**src/rtl/pc_sequencer_if.sv**
```systemverilog
// Bus between the fetch-stage control and the PC sequencer.
//   en         : advance enable (0 = stall)
//   op         : 0 INC, 1 JMP, 2 BRA, 3 CALL, 4 RET, 5-7 HOLD
//   target     : absolute address (JMP/CALL) or signed offset (BRA)
//   pc         : current program counter
//   depth_o    : valid return-stack entries
//   fault      : sticky fault flag
//   fault_code : 0 none, 1 call overflow, 2 return underflow
// master drives the command side; slave is the sequencer.
interface pc_sequencer_if #(
  parameter int WIDTH = 16,
  parameter int DEPTH = 8
) ();
  localparam int SPW = $clog2(DEPTH + 1);

  logic             en;
  logic [2:0]       op;
  logic [WIDTH-1:0] target;
  logic [WIDTH-1:0] pc;
  logic [SPW-1:0]   depth_o;
  logic             fault;
  logic [1:0]       fault_code;

  modport master (output en, op, target, input pc, depth_o, fault, fault_code);
  modport slave  (input en, op, target, output pc, depth_o, fault, fault_code);
endinterface

```
**src/rtl/pc_sequencer.sv**
```systemverilog
// Configurable-width program-counter sequencer for the Calcu-16 fetch stage.
// Supports increment, absolute jump, signed relative branch, stall and
// call/return through an internal return-address stack. Stack overflow and
// underflow raise a sticky fault that freezes all state until reset.
// Ports:
//   clk   : clock, rising edge
//   reset : asynchronous, active-high
//   bus   : pc_sequencer_if.slave (en/op/target in; pc/depth_o/fault/fault_code out)
module pc_sequencer #(
  parameter int               WIDTH        = 16,
  parameter int               DEPTH        = 8,
  parameter logic [WIDTH-1:0] RESET_VECTOR = '0
) (
  input  logic           clk,
  input  logic           reset,
  pc_sequencer_if.slave  bus
);
  localparam int SPW = $clog2(DEPTH + 1);
  localparam int AW  = (DEPTH > 1) ? $clog2(DEPTH) : 1;

  typedef enum logic [2:0] {
    OP_INC  = 3'd0,
    OP_JMP  = 3'd1,
    OP_BRA  = 3'd2,
    OP_CALL = 3'd3,
    OP_RET  = 3'd4,
    OP_HOLD = 3'd5
  } op_t;

  typedef enum logic {
    S_RUN,
    S_FAULT
  } state_t;

  state_t           state, state_next;
  logic [WIDTH-1:0] pc_q, pc_next;
  logic [SPW-1:0]   depth_q, depth_next;
  logic [1:0]       code_q, code_next;
  logic             push;
  logic [WIDTH-1:0] pc_inc;
  logic [AW-1:0]    wr_idx, rd_idx;
  logic [WIDTH-1:0] stack [DEPTH];

  assign pc_inc = pc_q + WIDTH'(1);
  // Indices are only used when the access is in range, so truncation is safe.
  assign wr_idx = AW'(depth_q);
  assign rd_idx = AW'(depth_q - SPW'(1));

  always_ff @(posedge clk or posedge reset) begin
    if (reset) begin
      state   <= S_RUN;
      pc_q    <= RESET_VECTOR;
      depth_q <= '0;
      code_q  <= '0;
    end else begin
      state   <= state_next;
      pc_q    <= pc_next;
      depth_q <= depth_next;
      code_q  <= code_next;
    end
  end

  // Stack RAM carries no reset; entries at or above depth_q are never read.
  always_ff @(posedge clk) begin
    if (push) stack[wr_idx] <= pc_inc;
  end

  always_comb begin
    state_next = state;
    pc_next    = pc_q;
    depth_next = depth_q;
    code_next  = code_q;
    push       = 1'b0;
    if (state == S_RUN && bus.en) begin
      case (op_t'(bus.op))
        OP_INC: pc_next = pc_inc;
        OP_JMP: pc_next = bus.target;
        // Modular add of the two's-complement offset to the current pc.
        OP_BRA: pc_next = pc_q + bus.target;
        OP_CALL: begin
          if (depth_q == SPW'(DEPTH)) begin
            state_next = S_FAULT;
            code_next  = 2'd1;
          end else begin
            push       = 1'b1;
            depth_next = depth_q + SPW'(1);
            pc_next    = bus.target;
          end
        end
        OP_RET: begin
          if (depth_q == '0) begin
            state_next = S_FAULT;
            code_next  = 2'd2;
          end else begin
            depth_next = depth_q - SPW'(1);
            pc_next    = stack[rd_idx];
          end
        end
        default: ;
      endcase
    end
  end

  always_comb begin
    bus.pc         = pc_q;
    bus.depth_o    = depth_q;
    bus.fault      = (state == S_FAULT);
    bus.fault_code = code_q;
  end
endmodule

```
**src/flat_wrapper.sv**
```systemverilog
// flat-port wrapper written by rule: the top's interface ports become plain ports
module pc_sequencer_flat 
#(
  parameter int               WIDTH        = 16,
  parameter int               DEPTH        = 8,
  parameter logic [WIDTH-1:0] RESET_VECTOR = '0
)
  (clk, reset, bus_en, bus_op, bus_target, bus_pc, bus_depth_o, bus_fault, bus_fault_code);
  pc_sequencer_if #(.WIDTH(WIDTH), .DEPTH(DEPTH)) bus_i ();
  input  logic clk;
  input  logic reset;
  input wire logic [$bits(bus_i.en)-1:0] bus_en;
  input wire logic [$bits(bus_i.op)-1:0] bus_op;
  input wire logic [$bits(bus_i.target)-1:0] bus_target;
  output wire logic [$bits(bus_i.pc)-1:0] bus_pc;
  output wire logic [$bits(bus_i.depth_o)-1:0] bus_depth_o;
  output wire logic [$bits(bus_i.fault)-1:0] bus_fault;
  output wire logic [$bits(bus_i.fault_code)-1:0] bus_fault_code;
  assign bus_i.en = bus_en;
  assign bus_i.op = bus_op;
  assign bus_i.target = bus_target;
  assign bus_pc = bus_i.pc;
  assign bus_depth_o = bus_i.depth_o;
  assign bus_fault = bus_i.fault;
  assign bus_fault_code = bus_i.fault_code;
  pc_sequencer #(.WIDTH(WIDTH), .DEPTH(DEPTH), .RESET_VECTOR(RESET_VECTOR)) u_core (.clk(clk), .reset(reset), .bus(bus_i));
endmodule
```
**config.mk**
```make
export PLATFORM = sky130hd
export DESIGN_NAME = pc_sequencer_flat
export DESIGN_NICKNAME = d
export VERILOG_FILES = /design/src/rtl/pc_sequencer_if.sv /design/src/rtl/pc_sequencer.sv /design/src/flat_wrapper.sv
export SDC_FILE = /design/constraint.sdc
export NUM_CORES = 1
export LEC_CHECK = 0
export CAP_MARGIN = 30
export CORE_MARGIN = 5
export CORE_UTILIZATION = 52
export CTS_BUF_LIST = sky130_fd_sc_hd__clkbuf_8
export CTS_CLUSTER_DIAMETER = 40
export DETAILED_ROUTE_END_ITERATION = 8
export PLACE_DENSITY = 0.77
export REMOVE_ABC_BUFFERS = 1
export SYNTH_ARGS = -nofsm -noshare
export SYNTH_HDL_FRONTEND = slang
export SYNTH_SLANG_ARGS = --single-unit
```
**constraint.sdc**
```tcl
create_clock -name clk -period 10.9 [get_ports clk]
set_input_delay 1.635 -clock clk [delete_from_list [all_inputs] [get_ports clk]]
set_output_delay 1.635 -clock clk [all_outputs]
set_load 0.005 [all_outputs]
```
## Word-level counts from Yosys, hierarchy flattened

Memories as Yosys holds them, arrays and structs flattened.
Cells that the tools add are included.

- $add $sub $neg: 4
- Eq/ne operators: 9
- Mux-type cells: 17
- Bitwise operators: 1
- Reduce and logical (&&, ||, !) cells: 8

Operators with widths:

| kind | count |
|---|---|
| $pmux W16 S5 | 1 |
| $mux W16 | 2 |
| $add A16 B1 Y16 const B | 1 |
| $add A16 B16 Y16 | 1 |
| $reduce_and A4 Y1 | 3 |
| $mux W4 | 2 |
| $pmux W4 S2 | 1 |
| $mux W1 | 7 |
| $eq A3 B2 Y1 const B | 2 |
| $reduce_bool A5 Y1 | 1 |
| $add A4 B1 Y4 const B | 1 |
| $eq A4 B4 Y1 const B | 1 |
| $logic_not A4 Y1 | 1 |
| $mux W2 | 2 |
| $ne A2 B1 Y1 const B | 2 |
| $ne A2 B2 Y1 const B | 2 |
| $pmux W2 S2 | 1 |
| $sub A4 B1 Y4 const B | 1 |
| $eq A3 B1 Y1 const B | 1 |
| $eq A3 B3 Y1 const B | 1 |
| $logic_not A3 Y1 | 1 |
| $pmux W1 S2 | 1 |
| $reduce_bool A2 Y1 | 1 |
| $logic_and A1 B1 Y1 | 1 |
| $not A1 Y1 | 1 |

- Register bits: 23
- RAM bits: 128
- Memories kept: 1

Memories:

| memory | depth | bits a word | rd ports | clocked after memory_dff | wr ports | RTL line | text |
|---|---|---|---|---|---|---|---|
| u_core.stack | 8 | 16 | 1 | 0 | 1 | pc_sequencer.sv:42 | `logic [WIDTH-1:0] stack [DEPTH];` |

## Logic depth before layout (Yosys ltp)

- Word-level depth: 6
- Depth in mapped cells: 13

## Worst setup path before layout

OpenSTA, ideal clock, no wires.

- Path type: input to register
- Start point: input port bus_op[2]
- End point: memory u_core.stack[0][0] (enable)
- Setup time: 0.409 ns
- Data arrival time: 3.712 ns
- Setup slack: 6.779 ns
- Cell stages on the path: 5
- Buffers on the path: 1
- Path through: buf_4 -> nor2_1 -> nand3_1 -> or3_1 -> nor3_1

- Cells in the longest elaborated chain, start to end: 5

Ends and longest elaborated chain:

| item | RTL line | text |
|---|---|---|
| from (decl) | flat_wrapper.sv:13 | `input wire logic [$bits(bus_i.op)-1:0] bus_op;` |
| $eq A3 B2 Y1 | pc_sequencer.sv:75 | `case (op_t'(bus.op))` |
| $mux W1 | pc_sequencer.sv:75 |  |
| $mux W1 | pc_sequencer.sv:74 | `if (state == S_RUN && bus.en) begin` |
| $mux W1 | pc_sequencer.sv:65 | `if (push) stack[wr_idx] <= pc_inc;` |
| $mux W1 (not written as such) | pc_sequencer.sv:65 |  |
| to (decl) | pc_sequencer.sv:42 |  |

Every way passes these cells.

## Worst setup path in the final report

- Start point: input port bus_op[0]
- End point: memory u_core.stack[6][10] (enable)

Same word-level chain as after synthesis.

==> reports/qor.yml <==
global_route:
  grt_pass1_vias: 4723
  grt-ovfl-total: 0
  antenna_found_initial: 0
  grt_pass1_wl_um: 26800
  grt_usage_pct: 21.5
  grt_max_degree: 39
pwr:
  pwr-share-comb_pct: 41.4
  power_frac_seq_pct: 39.0
  p_sw_uw: 786
  leakage_uw: 0.00286
  power_per_cell_area_nw_per_um2: 258
  ir_drop_v: 0.000104
  clockPowerShare_pct: 19.6
  power.internal_uw: 1390
  switching_share_pct: 36.2
sta:
  finalCritPeriodShare_pct: 40.8
  hold_viol_final: 0
  fin_tns_setup_ps: 0
  clock.fmax_mhz: 225
  worst_pin_slew_ps: 931
  rsz0062_at_grt: "false"
  setup_violations: 0
  finalCriticalPeriod_ps: 4450
  finalMaxSlewViolations: 0
  skew_ps: 9.02
  slew_headroom_pct: 37.9
  hold_slack_ps: 531
place:
  place_congestion: 0.925
  portBuffers: 44
  dpl.hpwl_um: 12100
  dp_cells: 728
worst_setup_path:
  endpoint_kind: "flop"
  worstPathRequired_ps: 11060
  path_max_fanout: 11
  critPathTopFamily: "simple AND/OR/NAND/NOR gates"
  path_common_cell: "nor2_1"
  start_kind: "input pin"
  crit_chain: "clkdlybuf4s50_1 > inv_1 > nor2_1 > nand3_1 > or3_1 > nor2_1 > buf_6"
  path_buf_inv: 3
  max_stage_delay_ps: 710
  cp.arrival_ps: 4610
  critPathSlowestCell: "nor2_1"
  criticalPathCategory: "in2reg"
  rrSetupSlack_ps: 7150
synth:
  ys_warn_count: 0
  synth_top_area_cell: "edfxtp_1"
  yosysMostFrequentCell: "edfxtp_1"
  syn_avg_cell_area_um2: 14.3
  ys_top_cells_by_count: "edfxtp_1, mux4_2, nand2_1"
  synthCells: 517
  synth.distinct_cells: 68
  syn_area_um2: 7390
  ys_seq_area_share_pct: 59.8
  ys.flop_type: "edfxtp_1"
  synth.area.top_cells: "edfxtp_1, mux4_2, dfrtp_1"
  synth_seq_cells: 151
  synth_edf_count: 128
  synth_top_area_share_pct: 52.0
  async_reset_ff_share_pct: 15.2
route:
  drc: 0
  dr.pass1.iters: 5
  num_vias: 4884
  drt-wirelength-per-cell_um: 22.6
  totalWireLength_um: 17100
  vias_per_cell: 6.43
  drt-initial-drc-count: 591
  detail-route-antenna-nets: 0
die:
  die_h_um: 129
  ioPinCount: 45
  rows: 43
  core_area_um2: 13900
  start_util_pct: 53.0
  die_w_um: 129
  fp.dieArea_um2: 16700
clocking:
  cts-root-buf: "clkbuf_8"
  cts_tree: "yes"
  post_cts_buffers: 0
  clk_pin_slew_ps: 80
  clk_latency_ps: 450
  clockBufferDepth: 2
  cts_resized: 0
  holdBufCountCts: 0
  cts_made_buffers: 17
  numClockSinks: 151
  cts_htree_levels: 4
finish:
  nets: 608
  instances_no_fill: 759
  drive_gt1_share_pct: 15.2
  num_antenna_cells: 0
  fill_cells: 1016
  area_growth_pct: 14.1
run:
  drv_cap: 0
min_path:
  hp-class: "reg2reg"
outcome:
  status: "finished, final reports clean"
layout make-up:
class	count	area [um^2]	share of cell area, %
inverters	11	41.3	0.490
multi-input cells	330	2790	33.1
well taps	180	225	2.67
repair buffers	56	558	6.62
clock buffers	17	234	2.78
flip-flops and latches	151	4420	52.5
clock inverters	14	158	1.87
per-layer routing:
layer / vias up / global-route usage, % / part of all wire, %
met3: 40 / 4.33 / 8.5
met1: 2436 / 31.4 / 43
met2: 256 / 31.7 / 46
met4: 0 / 8.89 / 3.0
met5: - / 0 / 0
li1: 2152 / - / -
logic make-up after synthesis:
group	synth area share, %
AOI/OAI and AO/OA	12.2
xor gates and xnor gates	3.44
adders and majority gates	3.45
buffers and inverters	2.56
DFF	59.8
muxes	10.2
and+or+nand+nor	8.26
through the flow:
stage               instance area [um^2]  util (%)  setup WS, ps  total power (uW)
floorplan                           7240         -          6660              1430
global placement                    7980      57.3          5910              1710
detailed placement                  8040      57.7          6020              1750
CTS                                 8430      60.5          6510              2170
global route                        8430      60.5          6260              2300
finish                              8430      60.5          6450              2170
sequential cells by signal, indices dropped and copies added (netlist names):
name / cells
u_core.bus.depth_o: 4
u_core.bus.fault_code: 2
u_core.stack: 128
u_core.bus.pc: 16
u_core.bus.fault: 1
layout by cell type (no fill, tap or decap), types with 9 or more instances in the layout:
master / netlist / routed
a21oi_1: 24 / 24
a22oi_1: 9 / 9
clkbuf_8: 0 / 17
ha_1: 18 / 18
buf_4: 4 / 9
clkdlybuf4s50_1: 0 / 44
nor2_1: 23 / 23
mux4_2: 31 / 31
edfxtp_1: 128 / 128
o21ai_0: 21 / 21
nand2_1: 31 / 31
and3_1: 9 / 9
dfrtp_1: 23 / 22
xnor2_1: 16 / 16
o21a_1: 9 / 9
nand3_1: 10 / 10
inv_1: 10 / 12
xor2_1: 13 / 13
worst register-to-register path: cells and delay by family, from the launching register on:
kind,cells,cell delay (ps)
DFF,1,350
AOI/OAI and AO/OA,4,710
and+or+nand+nor,1,190
adders and majority gates,1,830
buffers and inverters,3,1160
muxes,1,380
power by group through the flow:
stage	sequential [uW]	combinational, uW	clock [uW]
after floorplan	865	563	0
after global placement	854	860	0
after detailed placement	858	887	0
after CTS	846	893	433
after global routing	858	977	464
final	848	899	427
path summary, 6_finish.rpt:
check | start | end | cells after the start
hold reg to reg | u_core.bus.fault_code[1]$_DFFE_PP0P_ | u_core.bus.fault_code[1]$_DFFE_PP0P_ | 1
max in group asynchronous | reset | u_core.bus.depth_o[0]$_DFFE_PP0P_ | 3
setup / recovery | bus_op[0] | u_core.stack[6][10]$_DFFE_PP_ | 7
min in group asynchronous | reset | u_core.bus.pc[4]$_DFFE_PP0P_ | 2
setup reg to reg | u_core.bus.depth_o[0]$_DFFE_PP0P_ | u_core.bus.pc[12]$_DFFE_PP0P_ | 10
hold / removal | u_core.bus.fault_code[1]$_DFFE_PP0P_ | u_core.bus.fault_code[1]$_DFFE_PP0P_ | 1
Power figures use the tool's default switching activity.
